## src/rtl/pkt_link_pkg.sv

```systemverilog
`default_nettype none
// ---------------------------------------------------------------------------
// pkt_link_pkg : constants, command codes and length helper for the UART link
// Rev 1.0
// ---------------------------------------------------------------------------
package pkt_link_pkg;

  localparam logic [7:0] HDR_BYTE  = 8'hF5;
  localparam logic [7:0] CMD_PROG  = 8'h01;
  localparam logic [7:0] CMD_SYM   = 8'h02;
  localparam logic [7:0] CMD_LIMIT = 8'h04;

  localparam int NORM_PAYLD_BYTES = 7;
  localparam int SYM_PAYLD_BYTES  = 5;

  typedef enum logic [7:0] {
    CMDC_NORM = 8'h00,
    CMDC_PROG = 8'h01,
    CMDC_SYM  = 8'h02,
    CMDC_DATA = 8'h03
  } cmd_e;

  // Index of the last payload byte sent in the given mode.
  function automatic logic [2:0] last_payld_idx(input logic sym_mode);
    return sym_mode ? 3'(SYM_PAYLD_BYTES - 1) : 3'(NORM_PAYLD_BYTES - 1);
  endfunction

endpackage
`default_nettype wire

```

## src/rtl/pkt_framer_tx.sv

```systemverilog
`default_nettype none
// ---------------------------------------------------------------------------
// pkt_framer_tx : serializes F5 | CMD | payload into a byte-wide UART transmitter
// Rev 1.0
// ---------------------------------------------------------------------------
module pkt_framer_tx #(
  parameter int         MAX_PAYLD_PKT_BITS = 56,
  parameter logic [7:0] HDR_BYTE           = 8'hF5
) (
  input  logic                          i_clk,
  input  logic                          i_rst,
  input  logic                          i_valid,
  output logic                          o_ready,
  input  logic [7:0]                    i_cmd,
  input  logic [MAX_PAYLD_PKT_BITS-1:0] i_payload,
  output logic                          o_tx_stb,
  output logic [7:0]                    o_tx_data,
  input  logic                          i_tx_busy,
  output logic                          o_done,
  output logic                          o_reject,
  output logic                          o_sym_mode
);
  import pkt_link_pkg::*;

  generate
    if (MAX_PAYLD_PKT_BITS != 56) begin : g_param_check
      $error("pkt_framer_tx: MAX_PAYLD_PKT_BITS must be 56");
    end
  endgenerate

  typedef enum logic [2:0] {
    ST_IDLE  = 3'd0,
    ST_HDR   = 3'd1,
    ST_GUARD = 3'd2,
    ST_CMD   = 3'd3,
    ST_PAYLD = 3'd4
  } state_t;

  state_t                          r_state, w_state_nxt;
  state_t                          r_ret_state;
  logic [7:0]                      r_cmd;
  logic [MAX_PAYLD_PKT_BITS-1:0]   r_payload;
  logic                            r_hdr_only;
  logic [2:0]                      r_idx;
  logic [2:0]                      r_last_idx;
  logic                            r_done;
  logic                            r_reject;
  logic                            r_sym;

  logic                            w_illegal;
  logic                            w_accept;
  logic                            w_reject;
  logic                            w_ack;
  logic                            w_frame_end;
  logic                            w_tx_stb;
  logic [7:0]                      w_tx_data;

  // Mode check uses the mode as it stands before this request.
  assign w_illegal = (i_cmd >= CMD_LIMIT) || ((i_cmd == CMD_PROG) && r_sym);

  always_ff @(posedge i_clk) begin
    if (i_rst) r_state <= ST_IDLE;
    else       r_state <= w_state_nxt;
  end

  always_comb begin
    w_state_nxt = r_state;
    w_accept    = 1'b0;
    w_reject    = 1'b0;
    w_tx_stb    = 1'b0;
    w_tx_data   = 8'h00;
    w_ack       = 1'b0;
    w_frame_end = 1'b0;
    case (r_state)
      ST_IDLE: begin
        if (i_valid) begin
          if (w_illegal) begin
            w_reject = 1'b1;
          end else begin
            w_accept    = 1'b1;
            w_state_nxt = ST_HDR;
          end
        end
      end
      ST_HDR: begin
        w_tx_stb  = 1'b1;
        w_tx_data = HDR_BYTE;
        w_ack     = !i_tx_busy;
        if (w_ack) w_state_nxt = ST_GUARD;
      end
      ST_CMD: begin
        w_tx_stb    = 1'b1;
        w_tx_data   = r_cmd;
        w_ack       = !i_tx_busy;
        w_frame_end = w_ack && r_hdr_only;
        if (w_ack) w_state_nxt = r_hdr_only ? ST_IDLE : ST_GUARD;
      end
      ST_PAYLD: begin
        w_tx_stb    = 1'b1;
        w_tx_data   = r_payload[{r_idx, 3'b000} +: 8];
        w_ack       = !i_tx_busy;
        w_frame_end = w_ack && (r_idx == r_last_idx);
        if (w_ack) w_state_nxt = (r_idx == r_last_idx) ? ST_IDLE : ST_GUARD;
      end
      ST_GUARD: begin
        w_state_nxt = r_ret_state;
      end
      default: begin
        w_state_nxt = ST_IDLE;
      end
    endcase
  end

  always_ff @(posedge i_clk) begin
    if (i_rst) begin
      r_ret_state <= ST_CMD;
      r_cmd       <= 8'h00;
      r_payload   <= '0;
      r_hdr_only  <= 1'b0;
      r_idx       <= 3'd0;
      r_last_idx  <= 3'd0;
      r_done      <= 1'b0;
      r_reject    <= 1'b0;
      r_sym       <= 1'b0;
    end else begin
      r_done   <= w_frame_end;
      r_reject <= w_reject;
      if (w_accept) begin
        r_cmd      <= i_cmd;
        r_payload  <= i_payload;
        r_hdr_only <= (i_cmd == CMD_SYM);
        r_last_idx <= last_payld_idx(r_sym);
        r_idx      <= 3'd0;
      end
      if (w_ack) r_ret_state <= (r_state == ST_HDR) ? ST_CMD : ST_PAYLD;
      if (w_ack && (r_state == ST_CMD) && r_hdr_only) r_sym <= 1'b1;
      if (w_ack && (r_state == ST_PAYLD)) begin
        r_idx <= w_frame_end ? 3'd0 : r_idx + 3'd1;
      end
    end
  end

  assign o_ready    = (r_state == ST_IDLE);
  assign o_tx_stb   = w_tx_stb;
  assign o_tx_data  = w_tx_data;
  assign o_done     = r_done;
  assign o_reject   = r_reject;
  assign o_sym_mode = r_sym;

endmodule
`default_nettype wire

```

## config.mk

```make
export PLATFORM = sky130hd
export DESIGN_NAME = pkt_framer_tx
export DESIGN_NICKNAME = d
export VERILOG_FILES = /design/src/rtl/pkt_link_pkg.sv /design/src/rtl/pkt_framer_tx.sv
export SDC_FILE = /design/constraint.sdc
export NUM_CORES = 1
export LEC_CHECK = 0
export ABC_AREA = 1
export CAP_MARGIN = 5
export CELL_PAD_IN_SITES_DETAIL_PLACEMENT = 1
export CELL_PAD_IN_SITES_GLOBAL_PLACEMENT = 2
export CORE_ASPECT_RATIO = 1.1
export CORE_MARGIN = 3
export CORE_UTILIZATION = 30
export CTS_BUF_LIST = sky130_fd_sc_hd__clkbuf_4 sky130_fd_sc_hd__clkbuf_8
export DETAILED_ROUTE_END_ITERATION = 12
export GPL_TIMING_DRIVEN = 0
export PLACE_DENSITY_LB_ADDON = 0.1
export REMOVE_ABC_BUFFERS = 1
export SLEW_MARGIN = 25
export SYNTH_ARGS = -nofsm -noshare
export SYNTH_HDL_FRONTEND = slang
export SYNTH_SLANG_ARGS = --single-unit
```

## constraint.sdc

```tcl
create_clock -name i_clk -period 2.9 [get_ports i_clk]
set_input_delay 0.29 -clock i_clk [delete_from_list [all_inputs] [get_ports i_clk]]
set_output_delay 0.29 -clock i_clk [all_outputs]
set_load 0.02 [all_outputs]
```

======== Word level (Yosys, flattened, before mapping) ========
Index checks and enable logic that the tools add are counted.
cells by class
  $add $sub $neg .......................... 1
  mux-type cells .......................... 21
  multipliers ............................. 0
  div/mod/pow operators ................... 0
  equality and inequality tests ........... 12
  bitwise gates (word level) .............. 2
  $lt $le $gt $ge ......................... 1
  shift operators ......................... 1
  reduce and logical (&&, ||, !) cells .... 13
operators by type and width
  operator             count
  $shiftx 56x7->8      1
  $mux 3               9
  $pmux 8 s3           1
  $pmux 3 s5           1
  $ne 2x2->1 const B   5
  $eq 8x1->1 const B   1
  $eq 8x2->1 const B   1
  $ge 8x3->1 const B   1
  $eq 3x2->1 const B   2
  $logic_and 1x1->1    6
  $mux 1               6
  $mux 2               3
  $reduce_or 3->1      2
  $reduce_and 5->1     1
  $add 3x1->3 const B  1
  $eq 3x1->1 const B   1
  $eq 3x3->1           1
  $eq 3x3->1 const B   1
  $logic_not 3->1      1
  $not 1->1            2
  $pmux 1 s2           1
  $reduce_bool 2->1    1
  $logic_not 1->1      1
  $logic_or 1x1->1     1
storage, ports and cells
  memory bits (writable) .................. 0
  register bits ........................... 80
  latch bits .............................. 0
  bits of input ports ..................... 68
  memories kept ........................... 0
  ROM bits ................................ 0
  output and inout bits ................... 13

======== Depth between registers and ports, before layout ========
Gate-level depths: netlist (run 1).
  depth in word-level cells ............... 8
  depth in mapped cells ................... 10

======== Worst setup path before layout (run 1) ========
Ideal clock, no wire load.
  kind .................................... reg-to-output
  start point ............................. register r_idx[1]
  end point ............................... output port o_tx_data[0]
  required time ........................... 2610 ps
  arrival time ............................ 1259 ps
  stages on the path, launching flop included .. 8
  setup slack ............................. 1351 ps
  cells stage by stage .................... dfxtp_1 > buf_4 > inv_1 > nor2_1 > nand2_1 > o211ai_1 > nand3_1 > nand2_1
between the ends
  word-level cells in the longest chain between the ends .. 2
RTL lines
  what                    RTL line              source
  from (decl)             pkt_framer_tx.sv:44   logic [2:0] r_idx;
  from (signal assigned)  pkt_framer_tx.sv:138  r_idx <= w_frame_end ? 3'd0 : r_idx + 3'd1;
  $shiftx 56x7->8         pkt_framer_tx.sv:100  w_tx_data = r_payload[{r_idx, 3'b000} +: 8];
  $pmux 8 s3              pkt_framer_tx.sv:74   case (r_state)
  to (decl)               pkt_framer_tx.sv:17   output logic [7:0] o_tx_data,
Every way passes these cells.

======== Final worst setup path (run 1) ========
  start point ............................. register r_idx[1]
  end point ............................... output port o_tx_data[2]
The elaborated chain is that of the path after synthesis.

==> metrics, run 1 <==
outcome=finished clean; dpl hpwl=6520 um; area of the placeable core=11100 sq um; total number of clock tree sinks=78; leakage power of the design=0.00177 uW; met2 GRT Util=0.275; vias post-DR=3360; critical path peak fanout=20; max-capacitance violation count=0; Die Span Y=119 um; instance count along the most critical hold path=2; total congestion overflow=0; setup repair after global routing missed its margin=false; Routability Congestion=0.741; clock transition at the registers of the reported paths=0.08 ns; Fin Setup TNS=0 ns; number of distinct library cells after synthesis=25; antenna violations before repair=0; ratio of cells with drive above 1 in the final layout=0.0548; CTS tree=built; cell row count=40; Period minus WS final=2.70 ns; die outline width=108 um; library cell used as clock root buffer=clkbuf_8; met1 Resource Use GR=0.208; final-report max-slew violation count=0; power share of the sequential group=0.429; share of total power consumed by net switching=0.280; total count of hold-check failures in the final report=0; drc violations=0; buffers from clock root to sink, at most=2; worst-case headroom to the max-slew limit=0.571; post-route cell area=4540 sq um; number of failing setup endpoints in the final timing report=0; Worst Hold Launch=r_cmd[4]; number of clock buffers inserted by TritonCTS=9; number of placed cells counting well taps=697; Setup Crit Path Kind=reg -> out; Warnings, synthesis=0; final clock period utilization by the worst path=0.931; total of flip-flops plus latches after synthesis=78; Tot Pwr=2610 uW; busiest layer in global routing=met2; maximum number of pins on one net before global-route repair=61; R2R Path Start=r_state[1]; Worst Path Arrival=2.41 ns; actual slew at the worst max-slew pin=0.643 ns; clk_lat worst skew=0.35 ns; wire length per cell=14.1 um; number of buffers inserted by hold repair at cts=0; Initial Utilization=0.312; worst reg2reg endpoint=r_payload[37]; depth of the worst register-to-register path=7; Detailed Routing Iterations Pass 1=4; post-synth top area cell=dfxtp_1; # IOs=81; Post-Route Skew=0.0114 ns; global-route met3 utilization=0.0224; Sw Pwr=732 uW; internal reg-to-reg setup slack=0.57 ns; power density normalized to cell area=575 nW/um^2; Avg Inst Size Synth=6.93 sq um; end of the worst hold path=r_cmd[4]; per-cell via count in the routed design=4.71; sequential area share after synthesis=0.451; final WL=10000 um; synth top area cells=dfxtp_1 (45%), nor2_1 (17%), o21ai_0 (11%); Layout fillers=1436; worst voltage drop across the vdd grid=0.201 mV; layout overhead on the synthesized area=31.2%; Setup crit end kind=primary output; number of H-tree levels=3; overall die area=12900 sq um; fraction of synthesized cell area taken by the top area cell type=0.451; instance area after placement=4300 sq um; Tot GR Track Use=0.162; Required @ worst endpoint=2.61 ns; port bufs=80; worst hold margin=0.448 ns; Worst setup SP type=flip-flop; synthesized instance count=500; post-layout instance count excluding filler cells=713; Total Nets Final=630; wire length of the first global-routing pass=16600 um; total internal power=1880 uW; antenna cells=0; number of nets with antenna violations after routing=0; highest achievable clock rate=370 MHz; clock share of power=0.353; combinational group share of total power=0.218; path type of the worst min-delay path=reg -> reg; post-synth design cell area=3460 sq um; Detailed Route Iter0 Violations=109; vias in the first global route=3381
-- cells in the mapped netlist --
library cell  instances
a21oi_1               9
buf_2                10
o21ai_1              10
clkinv_2              1
a31oi_1               1
clkbuf_1             15
nor4_1                1
nand2_2               1
nand3_1              24
o21ai_0              79
nand4_1               4
inv_2                 3
inv_1                22
nor2_1              158
nand2_1              56
o211ai_1             16
ha_1                  1
dfxtp_1              78
buf_6                 4
buf_4                 2
nor2_4                1
nand3_4               1
o21a_1                1
clkinv_1              1
nor2_2                1
-- worst max-delay path by stage --
stage,from,endpoint,slack [ns],cells after the start
after floorplan,o_sym_mode,r_payload[38],1.04,7
after global placement,r_idx[1],o_tx_data[2],-0.39,7
after global routing,r_idx[0],o_tx_data[5],0.009,6
final,r_idx[1],o_tx_data[2],0.20,7
after detailed placement,r_idx[1],o_tx_data[2],-0.44,7
after CTS,r_idx[1],o_tx_data[2],0.11,7
-- state kept, by name, indices dropped and copies added (netlist names) --
signal,cells
o_reject,1
r_ret_state,2
o_done,1
r_payload,56
r_last_idx,2
r_cmd,8
r_idx,3
r_hdr_only,1
o_sym_mode,1
r_state,3
-- metrics by stage --
stage | setup WS, ns | util
global route | 0.00892 | 0.409
floorplan | 1.04 | -
finish | 0.200 | 0.409
CTS | 0.115 | 0.409
global placement | -0.391 | 0.385
detailed placement | -0.437 | 0.387
-- routing by layer --
layer  share of wire  vias to the layer above
met1            0.47                     1547
met4           0.016                        0
met5               0                        -
li1                -                     1751
met2            0.48                       51
met3           0.034                       11
-- worst max-delay path: stages (launching register included) --
cell             delay, ns
dfxtp_4               0.51
inv_1                 0.28
nor2_4                0.29
nand2_1               0.08
o211ai_1              0.09
nand3_1               0.09
nand2_1               0.11
clkdlybuf4s50_1       0.61
-- cells by family (layout without fill, tap and decap cells) --
kind of cell	after synthesis	count (layout)	synth area share
AND/OR/NAND/NOR	247	247	0.288
AO/OA/AOI/OAI	116	116	0.180
flip-flops	78	78	0.451
buffers and inverters	58	124	0.0777
adder cells (fa/ha/maj)	1	1	0.00361
-- power groups by stage --
stage	Clock, uW	Combinational, uW	Sequential [uW]
6_report	922	570	1120
5_1_grt	996	636	1120
4_1_cts	950	583	1120
3_5_place_dp	0	580	1150
3_3_place_gp	0	571	1140
2_1_floorplan	0	294	1140
-- repair_timing --
| action | CTS | global route |
|---|---|---|
| resized for setup | 6 | 2 |
| setup buffers | 0 | 0 |
| endpoints found under the hold margin | 0 | 0 |
| endpoints found under the setup margin | 8 | 30 |
| pin swaps | 0 | 0 |
-- final cells by class --
type,instances,area [sq um],share of cell area
clock buffers,12,153,0.0336
clock inverters,4,70.1,0.0154
inverters,27,105,0.0231
multi-input cells,364,1640,0.361
flip-flops and latches,78,1570,0.346
well taps,147,184,0.0405
repair buffers,81,821,0.181
-- cells in the final DEF (no fill, tap or decap), types with 2 or more instances in the layout --
cell             count
o21ai_0             79
o21ai_1             10
nor2_4               2
inv_1               21
o211ai_1            16
clkbuf_8            10
clkbuf_4             2
nor2_1             157
clkdlybuf4s50_1     80
dfxtp_4              2
nand4_1              4
inv_2                4
dfxtp_1             75
clkinv_2             3
bufinv_16            2
nand2_1             56
nand3_1             24
a21oi_1              9
Note: power is estimated with default switching activity, not from simulation.
==> run 2: changes to the inputs <==
--- a/config.mk
+++ b/config.mk
@@ -17,6 +17,7 @@
 export GPL_TIMING_DRIVEN = 0
 export PLACE_DENSITY_LB_ADDON = 0.1
 export REMOVE_ABC_BUFFERS = 1
+export SKIP_LAST_GASP = 1
 export SLEW_MARGIN = 25
 export SYNTH_ARGS = -nofsm -noshare
 export SYNTH_HDL_FRONTEND = slang
==> results of run 2 <==
The final DEF is identical to that of run 1; final timing and power are the same.
